===== src/rtl/bin_to_bcd_seg.sv =====
// ----------------------------------------------------------------------------
// bin_to_bcd_seg
//
// Sequential binary-to-BCD formatter sitting between the I2C ADC reader
// (rd_data) and Seg_Display (seg_val). An unsigned sample is accepted over a
// valid/ready handshake and converted by iterative double-dabble (add-3 then
// shift), one input bit per clock. The result is packed into an 8-nibble
// display word: prefix symbol in nibble 7, unused nibbles blanked, digits
// right-justified with leading-zero blanking (the units digit is never
// blanked).
//
// Handshake: a sample transfers on a rising edge of sys_clk where both
// bin_vld and bin_rdy are high. bin_rdy is high only in IDLE. bin_vld seen
// while busy is ignored, not queued. seg_data_vld is a one-cycle pulse
// with no back-pressure; seg_data holds its value between updates.
//
// Ports
//   sys_clk       in   1      system clock, rising edge
//   sys_rst       in   1      synchronous reset, active high
//   bin_in        in   BIN_W  unsigned sample
//   bin_vld       in   1      bin_in valid
//   bin_rdy       out  1      ready to accept a sample
//   seg_data      out  32     {nib7..nib0} display word
//   seg_data_vld  out  1      one-cycle pulse: seg_data freshly updated
//   busy          out  1      conversion in progress (= ~bin_rdy)
//   dbg_state     out  2      current FSM state, for observation only
//
// Timing (accept edge = edge 0): BIN_W SHIFT cycles, seg_data written on
// edge BIN_W+1, seg_data_vld high in the following cycle, bin_rdy back
// after edge BIN_W+2. One sample per BIN_W+3 cycles.
// ----------------------------------------------------------------------------
module bin_to_bcd_seg #(
    parameter int         BIN_W       = 8,
    parameter int         DIGITS      = 3,
    parameter logic [3:0] PREFIX_CODE = 4'd15,
    parameter logic [3:0] BLANK_CODE  = 4'd10
) (
    input  logic             sys_clk,
    input  logic             sys_rst,
    input  logic [BIN_W-1:0] bin_in,
    input  logic             bin_vld,
    output logic             bin_rdy,
    output logic [31:0]      seg_data,
    output logic             seg_data_vld,
    output logic             busy,
    output logic [1:0]       dbg_state
);

    localparam int BCD_W = 4 * DIGITS;
    localparam int CNT_W = (BIN_W > 1) ? $clog2(BIN_W) : 1;
    localparam logic [CNT_W-1:0] CNT_LAST = CNT_W'(BIN_W - 1);
    localparam logic [63:0] MAX_IN = (64'd1 << BIN_W) - 64'd1;
    localparam logic [31:0] SEG_RESET = {PREFIX_CODE, {7{BLANK_CODE}}};

    // The largest input must fit in DIGITS decimal digits, and the digits
    // must fit below the prefix nibble.
    if (DIGITS < 1 || DIGITS > 7 || (64'd10 ** DIGITS) <= MAX_IN) begin : g_param_check
        $error("bin_to_bcd_seg: DIGITS=%0d cannot hold 2**%0d-1", DIGITS, BIN_W);
    end

    typedef enum logic [1:0] {
        ST_IDLE   = 2'd0,
        ST_SHIFT  = 2'd1,
        ST_FORMAT = 2'd2,
        ST_OUT    = 2'd3
    } state_t;

    state_t             state_q, state_d;
    logic [BIN_W-1:0]   sh_q, sh_d;
    logic [BCD_W-1:0]   bcd_q, bcd_d;
    logic [CNT_W-1:0]   cnt_q, cnt_d;
    logic [31:0]        seg_q, seg_d;

    logic [BCD_W-1:0]   bcd_adj;
    logic [31:0]        fmt_word;

    // Double-dabble correction: any digit >= 5 gets +3 so that the following
    // left shift carries correctly into the next decimal digit.
    always_comb begin
        bcd_adj = bcd_q;
        for (int i = 0; i < DIGITS; i++) begin
            if (bcd_q[4*i +: 4] >= 4'd5) begin
                bcd_adj[4*i +: 4] = bcd_q[4*i +: 4] + 4'd3;
            end
        end
    end

    // Leading-zero blanking, scanning from the most significant digit.
    // Once a nonzero digit (or the units digit) is reached, every digit below
    // it is shown, so inner zeros survive.
    always_comb begin
        logic       seen;
        logic [3:0] dig;
        fmt_word = SEG_RESET;
        seen     = 1'b0;
        dig      = 4'd0;
        for (int i = DIGITS - 1; i >= 0; i--) begin
            dig = bcd_q[4*i +: 4];
            if (dig != 4'd0 || i == 0) begin
                seen = 1'b1;
            end
            fmt_word[4*i +: 4] = seen ? dig : BLANK_CODE;
        end
    end

    // Next-state and datapath
    always_comb begin
        state_d = state_q;
        sh_d    = sh_q;
        bcd_d   = bcd_q;
        cnt_d   = cnt_q;
        seg_d   = seg_q;
        case (state_q)
            ST_IDLE: begin
                if (bin_vld) begin
                    sh_d    = bin_in;
                    bcd_d   = '0;
                    cnt_d   = '0;
                    state_d = ST_SHIFT;
                end
            end
            ST_SHIFT: begin
                // MSB of the sample register enters bcd bit 0.
                {bcd_d, sh_d} = {bcd_adj, sh_q} << 1;
                cnt_d         = cnt_q + CNT_W'(1);
                if (cnt_q == CNT_LAST) begin
                    state_d = ST_FORMAT;
                end
            end
            ST_FORMAT: begin
                seg_d   = fmt_word;
                state_d = ST_OUT;
            end
            ST_OUT: begin
                state_d = ST_IDLE;
            end
            default: begin
                state_d = ST_IDLE;
            end
        endcase
    end

    always_ff @(posedge sys_clk) begin
        if (sys_rst) begin
            state_q <= ST_IDLE;
            sh_q    <= '0;
            bcd_q   <= '0;
            cnt_q   <= '0;
            seg_q   <= SEG_RESET;
        end else begin
            state_q <= state_d;
            sh_q    <= sh_d;
            bcd_q   <= bcd_d;
            cnt_q   <= cnt_d;
            seg_q   <= seg_d;
        end
    end

    assign bin_rdy      = (state_q == ST_IDLE);
    assign busy         = ~bin_rdy;
    assign seg_data_vld = (state_q == ST_OUT);
    assign seg_data     = seg_q;
    assign dbg_state    = state_q;

endmodule


===== config.mk =====
export PLATFORM = sky130hd
export DESIGN_NAME = bin_to_bcd_seg
export DESIGN_NICKNAME = d
export VERILOG_FILES = /design/src/rtl/bin_to_bcd_seg.sv
export SDC_FILE = /design/constraint.sdc
export NUM_CORES = 1
export LEC_CHECK = 0
export BUFFER_PORTS_ARGS = -buffer_cell sky130_fd_sc_hd__buf_4
export CAP_MARGIN = 20
export CORE_MARGIN = 2
export CORE_UTILIZATION = 45
export CTS_BUF_LIST = sky130_fd_sc_hd__clkbuf_16
export CTS_CLUSTER_DIAMETER = 100
export DETAILED_ROUTE_END_ITERATION = 6
export PLACE_DENSITY = 0.74
export SLEW_MARGIN = 20
export SYNTH_ARGS = -nofsm -noshare
export SYNTH_HDL_FRONTEND = slang
export SYNTH_SLANG_ARGS = --single-unit

===== constraint.sdc =====
create_clock -name sys_clk -period 4.1 [get_ports sys_clk]
set_input_delay 0.205 -clock sys_clk [delete_from_list [all_inputs] [get_ports sys_clk]]
set_output_delay 0.205 -clock sys_clk [all_outputs]
set_load 0.01 [all_outputs]

== Word-level counts from Yosys, hierarchy flattened ==
Cells that the tools add are included.
W data, S select, Z words.

* Bitwise operators: 1
* Muxes and demuxes: 16
* Reduce and logical (&&, ||, !) cells: 6
* Equal/unequal tests: 6
* Add/subtract/negate cells: 4
* $lt $le $gt $ge: 3

{| class="wikitable"
|+ Operators by type and width
! kind !! count
|-
| $pmux W12 S2 || 1
|-
| $mux W4 || 4
|-
| $pmux W8 S2 || 1
|-
| $ge A4 B3 Y1 const B || 3
|-
| $mux W12 || 1
|-
| $add A4 B2 Y4 const B || 2
|-
| $mux W8 || 1
|-
| $pmux W2 S4 || 1
|-
| $reduce_bool A4 Y1 || 2
|-
| $mux W3 || 2
|-
| $pmux W3 S2 || 1
|-
| $eq A2 B2 Y1 const B || 2
|-
| $mux W2 || 2
|-
| $ne A2 B2 Y1 const B || 2
|-
| $reduce_and A2 Y1 || 2
|-
| $add A3 B1 Y3 const B || 1
|-
| $add A3 B2 Y3 const B || 1
|-
| $eq A3 B3 Y1 const B || 1
|-
| $eq A2 B1 Y1 const B || 1
|-
| $logic_not A2 Y1 || 1
|-
| $mux W1 || 2
|-
| $reduce_bool A2 Y1 || 1
|-
| $not A1 Y1 || 1
|}

* Bits of input ports: 11
* Register bits: 37
* Output and inout port bits: 37
* Logic and storage cells: 41

== Longest topological paths before layout ==
Gate-level depths: netlist (run 1).

* Word-level depth: 4
* Gate-level depth with buffers: 7
* Gate-level depth less buffers: 6

== Worst setup path before layout (run 1) ==
Ideal clock, no wire load.

* Kind: flip-flop to flip-flop
* From: register state_q[0] (netlist: dbg_state[0])
* To: register bcd_q[10]
* Clock period less this slack: 1.725 ns
* Library setup time: 0.060 ns
* Stages on the path, launching flop included: 6
* Required time: 4.040 ns
* Buffers on the path: 0
* Data arrival time: 1.666 ns
* Setup slack: 2.375 ns
* Path through: dfxtp_1 > inv_1 > ha_1 > mux2_2 > nor2_1 > a22o_1

* Word-level cells in the longest chain between the ends: 3
* Elaborated cells between the ends (all ways): 6
* Those cells by class: 2 x eq/ne; 1 x mux; 3 x reduce/logical

{| class="wikitable"
|+ Ends and longest elaborated chain
! item !! line !! text
|-
| start: declaration || 68 || <nowiki>state_t state_q, state_d;</nowiki>
|-
| start signal: assignment || 151 || <nowiki>state_q <= state_d;</nowiki>
|-
| $logic_not A2 Y1 * || - ||
|-
| named net bin_rdy || 42 || <nowiki>output logic bin_rdy,</nowiki>
|-
| $ne A2 B2 Y1 (no source line) or $reduce_bool A2 Y1 (tied branches) || - ||
|-
| $reduce_and A2 Y1 (no source line) || - ||
|-
| end signal: assignment || 147 || <nowiki>bcd_q <= '0;</nowiki>
|-
| end signal: assignment || 153 || <nowiki>bcd_q <= bcd_d;</nowiki>
|-
| end: declaration || 70 || <nowiki>logic [BCD_W-1:0] bcd_q, bcd_d;</nowiki>
|}

Mark *: on every way through the listed nets, which the timed path passes. The rest lies on a longest branch.
A chain may end at the register's enable or synchronous reset.

== Worst setup path in the final report (run 1) ==
* From: register state_q[1] (netlist: dbg_state[1])
* To: register bcd_q[9]

* Word-level cells in the longest chain between the ends: 3
* Elaborated cells between the ends (all ways): 6
* Those cells by class: 2 x eq/ne; 1 x mux; 3 x reduce/logical

{| class="wikitable"
|+ Ends and longest elaborated chain
! item !! line !! text
|-
| $eq A2 B1 Y1 or $logic_not A2 Y1 (tied branches) || 113 || <nowiki>case (state_q)</nowiki>
|-
| $reduce_bool A2 Y1 (no source line) or $ne A2 B2 Y1 (tied branches) || - ||
|-
| $reduce_and A2 Y1 (no source line) || - ||
|}

Parallel ways exist; a longest one is shown, timed or not.

==> metrics.cfg, run 1 <==
[min_path]
worst_hold_path.endpoint=sh_q[0]
min_from=bin_in[0]
holdCritPathClass=in -> reg
hold_depth=3

[timing]
rsz0062_at_grt=no
slew_violations=0
slew_headroom_pct=47.77
hold_viol=0
finClkSkew_ns=0.002503
setup_tns_ns=0
worstMarginPinSlew_ns=0.7835
finalSetupViolCount=0
max_freq_ghz=0.4868
layout_min_cycle_time_ns=2.054
timing.final.crit_share_pct=50.10

[global_routing]
grt_overflow=0
grt_antenna_before_repair=0
grt_pass1_wl_um=5975
grt_usage_pct=15.59
grt_pass1_vias=1310
grt_max_degree=33

[setup_path]
start_kind=register
r2r-end=bcd_q[9]
crit_type=reg -> reg
worstPathArrival_ns=2.28
r2r_slack_ns=2.05
crit_fanout=16
cp.required_ns=4.33
cp-end-kind=register
reg2reg_depth=5
r2r_start=dbg_state[1]

[detailed_routing]
drt-total-wl_um=3523
drc=0
viasPerCell=5.024
ant_nets=0
first_iter_violations=48
first_pass_iters=4
routedWlPerCell_um=12.32
dr_total_vias=1437

[logic_synthesis]
netlist_instances=211
yosysWarnings=0
yosysTopAreaCell=dfxtp_1
synth_flop_cell=dfxtp_1
ys_async_sr_fraction_pct=0
synth_top_area_share_pct=38.37
synth_area_leaders=dfxtp_1, mux2i_1, ha_1
ys_seq_area_share_pct=38.37
synth_area_per_cell_um2=9.150
syn_area_um2=1931
yosysUniqueCellTypes=32
synth_enable_flop_cells=0
ys_seq_elements=37

[cells_and_area]
layout-drive-gt1-share_pct=16.95
syn_to_final_growth_pct=15.04
regArea_um2=740.7
final_cell_mix=dfxtp_1, buf_4, nor2_1, conb_1, mux2i_1
n_fill_cell=369
final_common_cell=dfxtp_1
design_area_um2=2221
antenna_cells=0
multiInputGateArea_um2=1031
layout.nets=259

[clock_tree]
clk_pin_slew_ns=0.06
h-tree-depth=2
cts_buffer_depth=2
root_buffer=clkbuf_16
cts.hold.buffers_added=0
clock_latency_ns=0.28
cts_inserted_buffers=5
postCtsSetupRepairBufs=0
cts_tree=yes
cts_resized=0
cts_sinks=37

[die]
initial_utilization_pct=47.58
fp.dieW_um=69.50
rows=23
dieArea_um2=4830
core_area_um2=4058
pin_count=48
die-height_um=69.50

[placement]
io_buffers=27
dp_hpwl_um=2383
dpl_cell_area_um2=2078
place.gp.congestion=0.7946

[run]
drv_cap=0

[pwr]
p_per_area_nw_per_um2=551.4
ir_worst_vdd_mv=0.4047
p_leak_uw=0.0009761

[status]
status=completed

## flip-flops by register name, indices dropped and copies added (netlist names)
signal / count
bcd_q: 12
dbg_state: 2
seg_data: 12
sh_q: 8
cnt_q: 3
## per-stage QoR
step / power (uW) / hold slack [ns] / setup WS (ns) / cells / util (%)
floorplan: 764.3 / 0.3080 / 2.375 / 229 / -
global placement: 848.9 / 0.4473 / 2.132 / 278 / 51.22
detailed placement: 856.4 / 0.4505 / 2.107 / 278 / 51.22
CTS: 1235 / 0.1944 / 2.086 / 286 / 54.73
global route: 1303 / 0.2198 / 1.890 / 286 / 54.73
finish: 1225 / 0.1986 / 2.046 / 286 / 54.73
## per-layer routing
layer	track usage, %	part of all wire (%)	wire (um)	vias to the layer above
li1	-	-	-	736
met5	0	0	0	-
met1	18.72	49	1709	667
met4	7.843	1.9	68	0
met3	5.669	4.2	149	6
met2	24.47	45	1595	28
## synthesized netlist by cell type (2+ instances only)
master	n
dfxtp_1	37
nand2b_1	7
o21bai_1	2
o21ai_0	3
nor2b_1	3
conb_1	2
xnor2_1	3
a22o_1	7
nor2_1	25
nor3_1	2
nand3_1	7
a211oi_1	7
buf_4	20
a21oi_1	10
inv_1	11
a22oi_1	4
buf_2	4
or2_2	2
mux2i_1	17
clkbuf_1	4
a31oi_1	3
nand2_1	6
nor3b_1	3
a211o_1	2
ha_1	13
## power by group
part	internal, uW	switching, uW
Sequential	417	38.3
Combinational	167	230
Clock	223	150
## critical path, cell delays in order, from the launching register on
cell and delay [ns]:
dfxtp_1 0.40, inv_1 0.08, ha_1 0.38, mux2_2 0.47
nor2_1 0.44, a22o_1 0.22
## cell families (layout without fill, tap and decap cells)
logic type               after synthesis  count (layout)  share of synthesized area [%]
buffers and inverters                 39              46                          11.73
multiplexers                          18              18                          9.397
adder cells (fa/ha/maj)               13              13                          8.425
AND/OR/NAND/NOR                       59              59                          15.94
flip-flops                            37              37                          38.37
XOR/XNOR                               4               4                          1.815
AO/OA/AOI/OAI                         39              39                          13.93
other                                  2              20                         0.3890
## worst max-delay path by stage
stage / cells after the start / end / slack (ns) / from
4_1_cts: 6 / bcd_q[4] / 2.09 / dbg_state[1]
3_5_place_dp: 5 / bcd_q[2] / 2.11 / dbg_state[1]
3_3_place_gp: 5 / bcd_q[8] / 2.13 / dbg_state[1]
6_report: 5 / bcd_q[9] / 2.05 / dbg_state[1]
2_1_floorplan: 5 / bcd_q[10] / 2.37 / dbg_state[0]
5_1_grt: 6 / bcd_q[4] / 1.89 / dbg_state[1]
## area by class of cell
| class | count | share of cell area [%] |
|---|---|---|
| clock buffers | 5 | 5.634 |
| clock inverters | 3 | 0.7887 |
| inverters | 11 | 1.859 |
| multi-input cells | 153 | 46.42 |
| flip-flops and latches | 37 | 33.35 |
| well taps | 50 | 2.817 |
| repair buffers | 27 | 9.127 |
Power figures use the tool's default switching activity.
==> run 2: changes to the inputs <==
--- a/config.mk
+++ b/config.mk
@@ -5,6 +5,7 @@
 export SDC_FILE = /design/constraint.sdc
 export NUM_CORES = 1
 export LEC_CHECK = 0
+export ABC_AREA = 1
 export BUFFER_PORTS_ARGS = -buffer_cell sky130_fd_sc_hd__buf_4
 export CAP_MARGIN = 20
 export CORE_MARGIN = 2
@@ -12,7 +13,7 @@
 export CTS_BUF_LIST = sky130_fd_sc_hd__clkbuf_16
 export CTS_CLUSTER_DIAMETER = 100
 export DETAILED_ROUTE_END_ITERATION = 6
-export PLACE_DENSITY = 0.74
+export PLACE_DENSITY = 0.76
 export SLEW_MARGIN = 20
 export SYNTH_ARGS = -nofsm -noshare
 export SYNTH_HDL_FRONTEND = slang
==> constraint.sdc (replaced) <==
create_clock -name sys_clk -period 1.8 [get_ports sys_clk]
set_input_delay 0.09 -clock sys_clk [delete_from_list [all_inputs] [get_ports sys_clk]]
set_output_delay 0.09 -clock sys_clk [all_outputs]
set_load 0.01 [all_outputs]
==> run 2 against run 1 <==
  * Via count grew 23%
  * Synthesized cell count grew 32%
  * Clock skew grew 0.0017 ns
  * Die area grew 4.8%
  * Final cell count grew 24%
  * Worst hold slack lost 0.11 ns
  * Sequential cell count is the same
  * Clock power grew 110%
  * Sequential share of layout area shrank 1.0 points
  * Sequential power grew to 2.5 times the previous value
  * First-iteration DRC count grew to 2.9 times the previous value
==> metrics.cfg, run 2 <==
[die]
pin_count=48
rows=24
initial_utilization_pct=46.58
die-height_um=71.14
dieArea_um2=5060
core_area_um2=4354
fp.dieW_um=71.14

[global_routing]
grt_pass1_wl_um=6748
grt_antenna_before_repair=0
grt_overflow=0
grt_max_degree=23
grt_pass1_vias=1561
grt_usage_pct=17.02

[detailed_routing]
first_pass_iters=4
first_iter_violations=139
dr_total_vias=1761
top_layer=met4
drc=0
ant_nets=0
viasPerCell=4.975
routedLengthMet1_um=1784
route.met2.wl_um=1814
drt-total-wl_um=3933
dr_wl_met3_um=245
routedWlPerCell_um=11.11

[setup_path]
worstPathArrival_ns=1.75
cp.required_ns=2.01
r2r_start=dbg_state[0]
crit_fanout=13
start_kind=register
crit_type=reg -> reg
critPathLaunch=dbg_state[0]
cp-end-kind=register

[placement]
dp_hpwl_um=2774
place.gp.congestion=0.9085
io_buffers=27
dp_slack_ns=0.1439

[cells_and_area]
layout-drive-gt1-share_pct=16.56
final_common_cell=nand2_1
layout.nets=327
syn_to_final_growth_pct=13.02
final_cell_mix=nand2_1, dfxtp_1, buf_4, nor2_1, o21ai_0
antenna_cells=0

[logic_synthesis]
ys_async_sr_fraction_pct=0
yosysTopAreaCell=dfxtp_1
muxShareOfSynthArea_pct=0
synth_area_per_cell_um2=7.270
synth_simple_gate_area_share_pct=24.68
synthAdderAreaFrac_pct=8.020
ys_seq_elements=37
yosysUniqueCellTypes=21
synth_compound_area_share_pct=15.18
synth_enable_flop_cells=0
syn_area_um2=2028
netlist_instances=279
ys_seq_area_share_pct=36.52
synth_flop_cell=dfxtp_1
synth_xor_area_share_pct=0
synth_common_cells=nand2_1, dfxtp_1, nor2_1
synth_most_common_cell=nand2_1
synth_top_area_share_pct=36.52
synth_area_leaders=dfxtp_1, nand2_1, ha_1
yosysWarnings=0
synth_top_family_by_area=simple AND/OR/NAND/NOR gates

[timing]
finClkSkew_ns=0.004186
slew_violations=0
whs_ns=0.09260
finalSetupViolCount=0
hold_viol=0
timing.final.crit_share_pct=85.88
worstMarginPinSlew_ns=0.5997
layout_min_cycle_time_ns=1.546
setup_ws_ns=0.2541
setup_tns_ns=0
max_freq_ghz=0.6469
slew_headroom_pct=59.97
rsz0062_at_grt=no

[run]
drv_cap=0

[min_path]
holdCritPathClass=in -> reg
min_from=bin_in[0]

[pwr]
p_per_area_nw_per_um2=1358
ir_worst_vdd_mv=0.5725
p_leak_uw=0.001073

[clock_tree]
root_buffer=clkbuf_16
h-tree-depth=2
clk_pin_slew_ns=0.05
cts_tree=yes
cts_buffer_depth=2
cts_inserted_buffers=5
clock_latency_ns=0.28
cts_sinks=37

[status]
status=completed

run 2: cell count changes after synthesis, sizes merged, moves of 4 or more:
cell	before	now
a211oi	7	0
o21ai	3	25
inv	11	24
a22oi	4	0
nand4	0	6
nand2	6	73
mux2i	17	0
buf	24	28
nand2b	7	0
a22o	7	0
nand3	7	18
a21oi	10	23
run 2: critical path, stage by stage, from the launching register on:
cell and delay, ns:
dfxtp_1 0.38, inv_1 0.09, ha_1 0.28, o21ai_4 0.26, buf_4 0.24, nand2_1 0.07
a21oi_1 0.14
run 2: path summary, 6_finish.rpt:
kind                                  to  slack, ns  depth (start not counted)
worst max-delay path            cnt_q[1]       0.25                          6
worst min-delay path             sh_q[0]       0.09                          3
worst max register to register  cnt_q[1]       0.25                          6
worst min register to register  cnt_q[0]       0.46                          1
run 2: per-stage QoR:
stage	std cells	power [uW]	area, um2	util [%]
4_1_cts	354	3132	2290	52.59
6_report	354	3112	2292	52.64
5_1_grt	354	3321	2292	52.64
3_3_place_gp	348	2310	2160	49.60
2_1_floorplan	297	2040	2096	-
3_5_place_dp	348	2329	2160	49.60
run 2: what timing repair did:
item	CTS	global route
buffers inserted	0	0
setup endpoints to repair	0	10
hold buffers	0	0
resized for setup	0	1
run 2: where the power goes:
part | internal, uW | switching (uW) | total, uW
Clock | 493 | 300 | 793
Combinational | 447 | 735 | 1180
Sequential | 1020 | 112 | 1140
run 2: cell type report:
cell class / count / area (um2)
Tap cell: 52 / 65.06
Inverter: 24 / 90.09
Clock buffer: 5 / 125.1
Clock inverter: 1 / 5.005
Fill cell: 430 / 2062
Sequential cell: 37 / 740.7
Timing Repair Buffer: 29 / 217.7
Multi-Input combinational cell: 206 / 1049
run 2: logic make-up (layout without fill, tap and decap cells):
group,after synthesis,count (layout)
AOI/OAI and AO/OA,51,51
buffers and inverters,54,59
DFF,37,37
other,2,20
and+or+nand+nor,122,122
adders and majority gates,13,13
run 2: layer usage:
layer / vias to the layer above / track usage [%]
met1: 797 / 20.69
met3: 7 / 3.419
met4: 0 / 9.224
met5: - / 0
li1: 905 / -
met2: 52 / 28.25
==> run 3: changes to the inputs <==
--- a/config.mk
+++ b/config.mk
@@ -5,7 +5,6 @@
 export SDC_FILE = /design/constraint.sdc
 export NUM_CORES = 1
 export LEC_CHECK = 0
-export ABC_AREA = 1
 export BUFFER_PORTS_ARGS = -buffer_cell sky130_fd_sc_hd__buf_4
 export CAP_MARGIN = 20
 export CORE_MARGIN = 2
@@ -13,7 +12,7 @@
 export CTS_BUF_LIST = sky130_fd_sc_hd__clkbuf_16
 export CTS_CLUSTER_DIAMETER = 100
 export DETAILED_ROUTE_END_ITERATION = 6
-export PLACE_DENSITY = 0.76
+export PLACE_DENSITY = 0.77
 export SLEW_MARGIN = 20
 export SYNTH_ARGS = -nofsm -noshare
 export SYNTH_HDL_FRONTEND = slang
==> run 3 against run 2 <==
  * Worst hold slack worse by 0.011 ns
  * Wire length fell by 10%
  * Count of clock-buffer cells in the layout did not move
  * Combinational power decreased by 17%
  * Clock power is 0.8% higher
  * Highest routed layer unchanged
==> metrics.cfg, run 3 (synthesized netlist as in run 1, its figures left out) <==
[global_routing]
grt_usage_pct=14.69
grt_pass1_wl_um=5699
grt_overflow=0
grt_antenna_before_repair=0
grt_max_degree=33
grt_pass1_vias=1278

[placement]
io_buffers=27
dp_hpwl_um=2462
place.gp.congestion=0.8177

[cells_and_area]
layout.nets=266
layout-drive-gt1-share_pct=18.60
final_common_cell=dfxtp_1
antenna_cells=0
syn_to_final_growth_pct=17.89
final_cell_mix=dfxtp_1, buf_4, nor2_1, conb_1, mux2i_1

[clock_tree]
h-tree-depth=2
cts_buffer_depth=2
cts_inserted_buffers=5
root_buffer=clkbuf_16
cts_sinks=37
clock_latency_ns=0.28
clk_pin_slew_ns=0.05
cts_tree=yes

[status]
status=completed

[die]
fp.dieW_um=69.50
initial_utilization_pct=47.58
core_area_um2=4058
rows=23
die-height_um=69.50
pin_count=48
dieArea_um2=4830

[setup_path]
crit_type=reg -> reg
crit_buf_inv=1
cp-end-kind=register
slowest_delay_ns=0.41
cp_cell_sequence=inv_1 > ha_4 > or3b_4 > nor4b_4 > nand3b_1 > a21oi_1
worstPathArrival_ns=1.84
start_kind=register
cp_top_family=simple AND/OR/NAND/NOR gates
cp.required_ns=1.96
cp_slowest_cell=or3b_4
crit_fanout=5
cp.depth=6
reg2reg_depth=6

[timing]
setup_tns_ns=0
whs_ns=0.08190
finalSetupViolCount=0
slew_violations=0
max_freq_ghz=0.5946
hold_viol=0
rsz0062_at_grt=no
finClkSkew_ns=0.002803
timing.final.crit_share_pct=93.44
layout_min_cycle_time_ns=1.682

[min_path]
hold_depth=3
holdCritPathClass=in -> reg

[detailed_routing]
dr_total_vias=1444
first_iter_violations=79
routedWlPerCell_um=12.09
drt-total-wl_um=3530
first_pass_iters=4
ant_nets=0
viasPerCell=4.945
drc=0

[pwr]
switching_share_pct=32.84
pwr-share-seq_pct=36.8
ir_worst_vdd_mv=0.8317
p_per_area_nw_per_um2=1238
p_leak_uw=0.001012
p_comb_share_pct=34.8
internal_power_uw=1892
switchingPower_uw=925.3
p_clk_share_pct=28.3

[run]
drv_cap=0

## run 3: cell count changes in the layout (fill, tap and decap cells not counted), moves of 8 or more
cell | before | now
nand2_1 | 71 | 6
o21ai_0 | 23 | 3
mux2i_1 | 0 | 17
nand3_1 | 18 | 7
inv_1 | 22 | 12
a21oi_2 | 8 | 0
## run 3: layout make-up
class	count	area [um2]
Fill cell	366	1782
Sequential cell	37	740.7
Clock buffer	5	125.1
Clock inverter	2	7.507
Multi-Input combinational cell	153	1044
Inverter	11	41.29
Tap cell	50	62.56
Timing Repair Buffer	34	255.2
## run 3: path summary, 6_finish.rpt
path	slack [ns]	end	from
min reg2reg	0.46	sh_q[0]	sh_q[0]
max	0.12	seg_data[4]	bcd_q[8]
min	0.08	sh_q[0]	bin_in[0]
max reg2reg	0.12	seg_data[4]	bcd_q[8]
## run 3: power groups by stage
stage | Combinational (uW) | Sequential, uW | Clock [uW]
after floorplan | 689 | 1050 | 0
after global placement | 971 | 1050 | 0
after detailed placement | 979 | 1050 | 0
after CTS | 989 | 1040 | 820
after global routing | 1080 | 1050 | 856
final | 981 | 1040 | 799
## run 3: timing repair
action | in CTS | in global routing
setup buffers | 0 | 0
hold buffers | 0 | 0
endpoints found under the setup margin | 0 | 3
resized for setup | 0 | 2
## run 3: metal layers
metal	track usage, %	part of all wire, %	vias to the layer above
li1	-	-	744
met5	0	0	-
met4	5.011	1.4	0
met3	5.378	5.0	4
met1	18.76	47	666
met2	22.86	47	30
## run 3: tightest hold or removal path: cells and delay by family
| kind | cells | cell delay (ns) |
|---|---|---|
| simple gates | 1 | 0.06 |
| buf+inv | 1 | 0.11 |
| compound gates | 1 | 0.06 |
## run 3: stage by stage
step                instance area [um2]  setup WS [ns]  instances  total power (uW)  util, %
floorplan                          1998        0.07455        229              1741        -
CTS                                2263        0.05248        292              2847    55.78
finish                             2276         0.1181        292              2818    56.09
global route                       2276        0.01970        292              2984    56.09
detailed placement                 2131        0.06450        285              2033    52.51
global placement                   2131         0.1529        285              2019    52.51
